## config.mk

```make
export PLATFORM = sky130hd
export DESIGN_NAME = ldm_stm_sequencer
export DESIGN_NICKNAME = d
export VERILOG_FILES = /design/src/rtl/ldm_stm_sequencer.sv
export SDC_FILE = /design/constraint.sdc
export NUM_CORES = 1
export LEC_CHECK = 0
export CORE_UTILIZATION = 51
export DETAILED_ROUTE_END_ITERATION = 6
export PLACE_DENSITY = 0.78
export SKIP_LAST_GASP = 1
export SLEW_MARGIN = 20
export SYNTH_ARGS = -nofsm -noshare
export SYNTH_HDL_FRONTEND = slang
export SYNTH_SLANG_ARGS = --single-unit
```

## constraint.sdc

```tcl
create_clock -name CLK -period 6.22 [get_ports CLK]
set_input_delay 1.244 -clock CLK [delete_from_list [all_inputs] [get_ports CLK]]
set_output_delay 1.244 -clock CLK [all_outputs]
set_load 0.02 [all_outputs]
```

## src/rtl/ldm_stm_sequencer.sv

```systemverilog
// Load/Store Multiple sequencer: walks an ARM-style register list, issuing one
// word transfer per set bit at ascending addresses, then optionally writes back Rn.
module ldm_stm_sequencer (
    input  logic        CLK,
    input  logic        RST_N,
    input  logic        START,
    input  logic [31:0] IR,
    input  logic [31:0] BASE,
    input  logic        ACK,
    output logic        BUSY,
    output logic        MEM_REQ,
    output logic        RW,
    output logic [31:0] ADDR,
    output logic [3:0]  REG_SEL,
    output logic        WB_EN,
    output logic [31:0] WB_VALUE,
    output logic        DONE
);

    typedef enum logic [1:0] {
        S_IDLE   = 2'd0,
        S_CALC   = 2'd1,
        S_XFER   = 2'd2,
        S_FINISH = 2'd3
    } state_t;

    state_t      r_state;
    state_t      w_state_next;

    logic [15:0] r_list;
    logic        r_p;
    logic        r_u;
    logic        r_w;
    logic        r_l;
    logic        r_nonempty;
    logic [31:0] r_base;
    logic [31:0] r_addr;
    logic [3:0]  r_reg_sel;
    logic [31:0] r_wb_value;

    logic [4:0]  w_count;
    logic [31:0] w_offset;
    logic [31:0] w_start_addr;
    logic [15:0] w_list_cleared;
    logic [3:0]  w_first_idx;
    logic [3:0]  w_next_idx;
    logic        w_unused;

    // Only P, U, W, L and the register list matter to this block.
    assign w_unused = ^{IR[31:25], IR[22], IR[19:16]};

    always_comb begin
        w_count = 5'd0;
        for (int i = 0; i < 16; i++) begin
            w_count = w_count + {4'd0, r_list[i]};
        end
    end

    assign w_offset = {25'd0, w_count, 2'b00};

    always_comb begin
        w_start_addr = r_base;
        case ({r_p, r_u})
            2'b01:   w_start_addr = r_base;
            2'b11:   w_start_addr = r_base + 32'd4;
            2'b00:   w_start_addr = r_base - w_offset + 32'd4;
            default: w_start_addr = r_base - w_offset;
        endcase
    end

    assign w_list_cleared = r_list & ~(16'd1 << r_reg_sel);

    // Scanning high-to-low leaves the lowest set index as the final winner.
    always_comb begin
        w_first_idx = 4'd0;
        w_next_idx  = 4'd0;
        for (int i = 15; i >= 0; i--) begin
            if (r_list[i]) begin
                w_first_idx = 4'(i);
            end
            if (w_list_cleared[i]) begin
                w_next_idx = 4'(i);
            end
        end
    end

    always_ff @(posedge CLK) begin
        if (!RST_N) begin
            r_state <= S_IDLE;
        end else begin
            r_state <= w_state_next;
        end
    end

    always_comb begin
        w_state_next = r_state;
        BUSY         = 1'b1;
        MEM_REQ      = 1'b0;
        WB_EN        = 1'b0;
        DONE         = 1'b0;
        case (r_state)
            S_IDLE: begin
                BUSY = 1'b0;
                if (START) begin
                    w_state_next = S_CALC;
                end
            end
            S_CALC: begin
                w_state_next = (w_count != 5'd0) ? S_XFER : S_FINISH;
            end
            S_XFER: begin
                MEM_REQ = 1'b1;
                if (ACK && (w_list_cleared == 16'd0)) begin
                    w_state_next = S_FINISH;
                end
            end
            default: begin
                DONE         = 1'b1;
                WB_EN        = r_w & r_nonempty;
                w_state_next = S_IDLE;
            end
        endcase
    end

    always_ff @(posedge CLK) begin
        if (!RST_N) begin
            r_list     <= 16'd0;
            r_p        <= 1'b0;
            r_u        <= 1'b0;
            r_w        <= 1'b0;
            r_l        <= 1'b0;
            r_nonempty <= 1'b0;
            r_base     <= 32'd0;
            r_addr     <= 32'd0;
            r_reg_sel  <= 4'd0;
            r_wb_value <= 32'd0;
        end else begin
            case (r_state)
                S_IDLE: begin
                    if (START) begin
                        r_list <= IR[15:0];
                        r_p    <= IR[24];
                        r_u    <= IR[23];
                        r_w    <= IR[21];
                        r_l    <= IR[20];
                        r_base <= BASE;
                    end
                end
                S_CALC: begin
                    r_nonempty <= (w_count != 5'd0);
                    r_wb_value <= r_u ? (r_base + w_offset) : (r_base - w_offset);
                    // An empty list never transfers, so leave ADDR/REG_SEL untouched.
                    if (w_count != 5'd0) begin
                        r_addr    <= w_start_addr;
                        r_reg_sel <= w_first_idx;
                    end
                end
                S_XFER: begin
                    if (ACK) begin
                        r_list    <= w_list_cleared;
                        r_addr    <= r_addr + 32'd4;
                        r_reg_sel <= w_next_idx;
                    end
                end
                default: begin
                end
            endcase
        end
    end

    assign RW       = r_l;
    assign ADDR     = r_addr;
    assign REG_SEL  = r_reg_sel;
    assign WB_VALUE = r_wb_value;

endmodule

```

### Yosys cells after proc, flatten, opt, wreduce, memory -nomap -nowiden

Cells that the tools add are included.

* flip-flop bits (word level): 123
* input port bits: 68
* output and inout bits: 73

* add/subtract/negate cells: 20
* eq/ne operators: 8
* shift operators: 1
* mux-type cells: 51
* bitwise gates (word level): 3
* reduce and logical (&&, ||, !) cells: 12

Operators with widths (number)
* $mux 4: 34
* $add 32x3->32 const B: 3
* $mux 32: 3
* $pmux 32 s3: 1
* $pmux 32 s2: 1
* $add 5x1->5: 11
* $add 32x7->32: 1
* $mux 16: 2
* $pmux 16 s2: 1
* $sub 32x7->32: 1
* $and 16x16->16: 1
* $logic_not 16->1: 1
* $not 16->16: 1
* $shl 1x4->16 const A: 1
* $ne 2x2->1 const B: 4
* $pmux 4 s2: 1
* $pmux 2 s3: 1
* $reduce_and 3->1: 2
* $add 4x1->5: 1
* $mux 1: 5
* $reduce_bool 5->1: 1
* $add 3x1->4: 1
* $eq 2x1->1 const B: 2
* $eq 2x2->1 const B: 2
* 9 further kinds: 13

### Logic depth before layout (Yosys ltp)

* word-level depth: 21
* gate-level depth with buffers: 26
* mapped depth without buffers: 24

### Least setup slack after synthesis

No wires, ideal clock.

* path type: register -> register
* from: reg r_list[5]
* to: reg r_addr[24], in the netlist ADDR[24]
* setup time: 117 ps
* arrival time: 6459 ps
* data required time: 6103 ps
* path slack: -356 ps
* cell stages (with the launch flop): 26
* buffers on the path: 2
* cell sequence: dfxtp_1 -> inv_1 -> fa_1 -> inv_1 -> fa_1 -> fa_1 -> inv_1 -> fa_1 -> inv_1 -> ha_1 -> inv_1 -> fa_1 -> xor2_1 -> inv_1 -> ha_1 -> and2b_1 -> a2111oi_4 -> clkbuf_1 -> nor2_1 -> xnor2_1 -> or4_1 -> clkbuf_1 -> nor4_2 -> nand2_1 -> xnor2_1 -> a32o_1

* word-level cells in the longest chain between the ends: 16

RTL lines
* start, declared: line 30 `logic [15:0] r_list;`
* start signal, assigned: line 141 `r_list <= IR[15:0];`
* start signal, assigned: line 160 `r_list <= w_list_cleared;`
* $add 5x1->5 * (11 in series): line 55 `w_count = w_count + {4'd0, r_list[i]};`
* $sub 32x7->32: line 66, 67
* $add 32x3->32: line 66 `2'b00: w_start_addr = r_base - w_offset + 32'd4;`
* $pmux 32 s3: line 63 `case ({r_p, r_u})`
* $mux 32: line 153 `if (w_count != 5'd0) begin`
* $pmux 32 s2: line 138 `case (r_state)`
* end signal, assigned: line 154 `r_addr <= w_start_addr;`
* end signal, assigned: line 161 `r_addr <= r_addr + 32'd4;`
* end, declared: line 37 `logic [31:0] r_addr;`

Mark *: on every way between the ends. The rest lies on a longest branch, timed or not. The select of a mux whose other input is x is not followed.
A chain may end at the register's enable or synchronous reset.

### Worst setup path after layout

* from: reg r_list[11]
* to: reg r_addr[17], in the netlist ADDR[17]

* word-level cells in the longest chain between the ends: 10

RTL lines (line)
* $add 5x1->5 * (5 in series): 55
* $sub 32x7->32: 66, 67
* $add 32x3->32: 66
* $pmux 32 s3: 63
* $mux 32: 153
* $pmux 32 s2: 138

Marks and branches as above.

==> results.rst <==
.. list-table::
   :header-rows: 1

   * - Metric
     - Value
   * - Outcome
     - finished with violations
   * - Violated checks
     - negative setup slack
   * - Via count of the first global-routing pass
     - 9629
   * - Leftover overflow at the end of global routing
     - 0
   * - CP Capture Type
     - flip-flop
   * - CP Data Arrival Time
     - 6650 ps
   * - Final design utilization
     - 0.673
   * - Max_slew headroom
     - 0.307
   * - FF/Latch Area
     - 2460 µm²
   * - Stage delay of the slowest cell on the critical path
     - 520 ps
   * - FP Rows
     - 51
   * - Initial standard-cell utilization of the core
     - 0.519
   * - Measured slew at the worst slew-check pin
     - 1030 ps
   * - Vias/cell
     - 6.03
   * - Top library cells by usage in the layout, fill and taps aside
     - 177 x sky130_fd_sc_hd__nand2_1, 127 x sky130_fd_sc_hd__clkdlybuf4s50_1, 121 x sky130_fd_sc_hd__dfxtp_1
   * - EDFF count, synth
     - 0
   * - Yosys reg bits
     - 123
   * - DRT Pass-1 Iters
     - 5
   * - Most common cell after layout, fill and taps aside
     - sky130_fd_sc_hd__nand2_1
   * - Multi-input combinational cell area
     - 7430 µm²
   * - Vertical extent of the die
     - 142 µm
   * - H-Tree Depth
     - 4
   * - Antenna violations before repair
     - 0
   * - Diode insertion count for antenna repair
     - 0
   * - Num CTS Buffers
     - 17
   * - Mean post-synth cell area
     - 7.42 µm²
   * - Type of the tightest min-delay check
     - reg -> reg
   * - Final RePlAce weighted congestion
     - 0.964
   * - Number of nets at the end of the flow
     - 1615
   * - Clock Pin Slew Worst Setup and Hold Paths
     - 60 ps
   * - CP max stage cell
     - sky130_fd_sc_hd__fa_1
   * - Most common flop cell mapped by yosys
     - sky130_fd_sc_hd__dfxtp_1
   * - Fillers
     - 1635
   * - Clock network latency to the later pin of the worst-skew pair
     - 430 ps
   * - Total half-perimeter wirelength after legalization and detailed placement
     - 22700 µm
   * - Gr usage total
     - 0.314
   * - Hold Buf Count CTS
     - 0
   * - DRC violations left
     - 0
   * - Wire length per cell
     - 18.2 µm
   * - Worst setup margin
     - -89.9 ps
   * - Area of the core
     - 19400 µm²
   * - Setup repair after global routing missed its margin
     - yes
   * - Maximum achievable frequency
     - 0.158 GHz
   * - Count of different cell masters after synthesis
     - 78
   * - Startpoint type of the worst setup path
     - flip-flop
   * - Critical path required time
     - 6560 ps
   * - Via count
     - 10779
   * - Number of buffers on the longest clock path
     - 2
   * - Critical path type
     - reg -> reg
   * - Count of endpoints failing hold in the final timing report
     - 0
   * - Proportion of synthesized chip area in sequential cells
     - 0.245
   * - Crit-path leading delay family
     - adder cells
   * - Root Driver
     - sky130_fd_sc_hd__clkbuf_16
   * - Io pins
     - 141
   * - Count of buffers from port buffering
     - 128
   * - Largest fanout of any net on the critical path
     - 8
   * - Die Outline Area
     - 20300 µm²
   * - Max-cap violations
     - 0
   * - Worst Skew
     - 11.3 ps
   * - Area growth from synthesis to layout
     - 29.7%
   * - CTS tree
     - done
   * - Crit path buf inv count
     - 10
   * - Number of warnings issued by yosys
     - 0
   * - Drt first-iter violations
     - 1004
   * - Max-slew violations
     - 0
   * - Post-synthesis cell area
     - 10100 µm²
   * - Cells after synthesis
     - 1357
   * - Post-route clock period utilization
     - 1.01
   * - Async set-or-reset flop fraction in the synthesized netlist
     - 0
   * - Endpoints failing setup
     - 8
   * - Die Wd
     - 142 µm
   * - Wire length of the first global-routing pass
     - 50500 µm
   * - Number of sinks on the clock net
     - 123
   * - Nets in the synthesized netlist
     - 1463
   * - Min Tclk post-route
     - 6310 ps
   * - Share of final-layout standard cells stronger than drive strength 1
     - 0.145
   * - Maximum number of pins on one net before global-route repair
     - 80
   * - Wire length after detailed routing
     - 32600 µm
   * - Final antenna-violating net count
     - 0
-- flip-flops by register name, indices dropped and copies added (netlist names) --
name,cells
r_state,2
WB_VALUE,32
r_base,32
r_nonempty,1
r_p,1
r_list,16
REG_SEL,4
r_u,1
RW,1
ADDR,32
r_w,1
-- kinds of logic after synthesis --
kind of cell	after synthesis	share of synthesized area
muxes	40	0.0400
xor gates and xnor gates	93	0.0809
DFF	123	0.245
AOI/OAI and AO/OA	377	0.257
and+or+nand+nor	531	0.263
buffers and inverters	155	0.0587
adders and majority gates	38	0.0562
-- what timing repair did --
item                                    4_1_cts  5_1_grt
resized for setup                            14       69
endpoints found under the setup margin       18       24
gates cloned                                  1        0
pin swaps                                     6       39
setup buffers                                 4       12
-- cell type report --
cell class | instances | area share
Multi-Input combinational cell | 1080 | 0.569
Sequential cell | 123 | 0.189
Timing Repair Buffer | 231 | 0.159
Clock buffer | 18 | 0.0336
Tap cell | 265 | 0.0254
Inverter | 56 | 0.0161
Clock inverter | 14 | 0.00767
-- cells in the mapped netlist, types with 6 or more instances --
cell type                  instances  share of area
sky130_fd_sc_hd__a21o_1           17          0.013
sky130_fd_sc_hd__dfxtp_1         123           0.24
sky130_fd_sc_hd__o21ai_0          68          0.034
sky130_fd_sc_hd__o31a_1            8         0.0070
sky130_fd_sc_hd__mux2i_1          38          0.038
sky130_fd_sc_hd__and4_1            7         0.0061
sky130_fd_sc_hd__o211ai_1         11         0.0082
sky130_fd_sc_hd__nor2b_1          48          0.030
sky130_fd_sc_hd__xor2_1           43          0.037
sky130_fd_sc_hd__clkbuf_1         82          0.031
sky130_fd_sc_hd__a21boi_0         45          0.034
sky130_fd_sc_hd__o31ai_1           7         0.0052
sky130_fd_sc_hd__nand2b_1         16         0.0099
sky130_fd_sc_hd__and2_1            9         0.0056
sky130_fd_sc_hd__nand3b_1          6         0.0045
sky130_fd_sc_hd__buf_1            15         0.0056
sky130_fd_sc_hd__fa_1             12          0.024
sky130_fd_sc_hd__nand4_1          26          0.016
sky130_fd_sc_hd__nor2_1           88          0.033
sky130_fd_sc_hd__nor4_1           16         0.0099
sky130_fd_sc_hd__nor3_1           29          0.014
sky130_fd_sc_hd__o22ai_1          16         0.0099
sky130_fd_sc_hd__or3_1            14         0.0087
sky130_fd_sc_hd__a31oi_1          20          0.012
sky130_fd_sc_hd__nand2_1         177          0.066
sky130_fd_sc_hd__a22oi_1           8         0.0060
sky130_fd_sc_hd__nand3_1          48          0.024
sky130_fd_sc_hd__xnor2_1          50          0.044
sky130_fd_sc_hd__and3_1           19          0.012
sky130_fd_sc_hd__o21a_1            9         0.0067
sky130_fd_sc_hd__inv_1            54          0.020
sky130_fd_sc_hd__o211a_1          15          0.015
sky130_fd_sc_hd__ha_1             26          0.032
sky130_fd_sc_hd__or2_2             8         0.0050
sky130_fd_sc_hd__o221ai_1         10         0.0087
sky130_fd_sc_hd__a21oi_1          83          0.041
sky130_fd_sc_hd__a211oi_1          6         0.0045
-- layer usage --
| layer | up-vias | track usage | share of wire |
|---|---|---|---|
| li1 | 5161 | - | - |
| met1 | 5018 | 0.473 | 0.47 |
| met2 | 557 | 0.449 | 0.43 |
| met3 | 43 | 0.0599 | 0.091 |
| met4 | 0 | 0.0843 | 0.014 |
| met5 | - | 0 | 0 |
-- path summary, 6_finish.rpt --
| check | from | endpoint | slack (ps) | cells past startpoint |
|---|---|---|---|---|
| max | r_list[11] | ADDR[17] | -90 | 26 |
| min reg2reg | r_nonempty | r_nonempty | 470 | 1 |
| min | r_nonempty | r_nonempty | 470 | 1 |
| max reg2reg | r_list[11] | ADDR[17] | -90 | 26 |
-- through the flow --
| step | TNS (ps) | instances | instance area [µm²] | setup slack, ps | hold WS [ps] |
|---|---|---|---|---|---|
| 2_1_floorplan | 0 | 1357 | 10100 | 6.38 | 439 |
| 3_3_place_gp | -640 | 1738 | 12000 | -164 | 454 |
| 3_5_place_dp | -1460 | 1738 | 12000 | -192 | 462 |
| 4_1_cts | 0 | 1775 | 12600 | 19.9 | 475 |
| 5_1_grt | -2950 | 1787 | 13100 | -294 | 493 |
| 6_report | -425 | 1787 | 13100 | -89.9 | 472 |
Power is not shown: default switching activity piles up to over one toggle a cycle in this logic, so the estimate is an artifact.
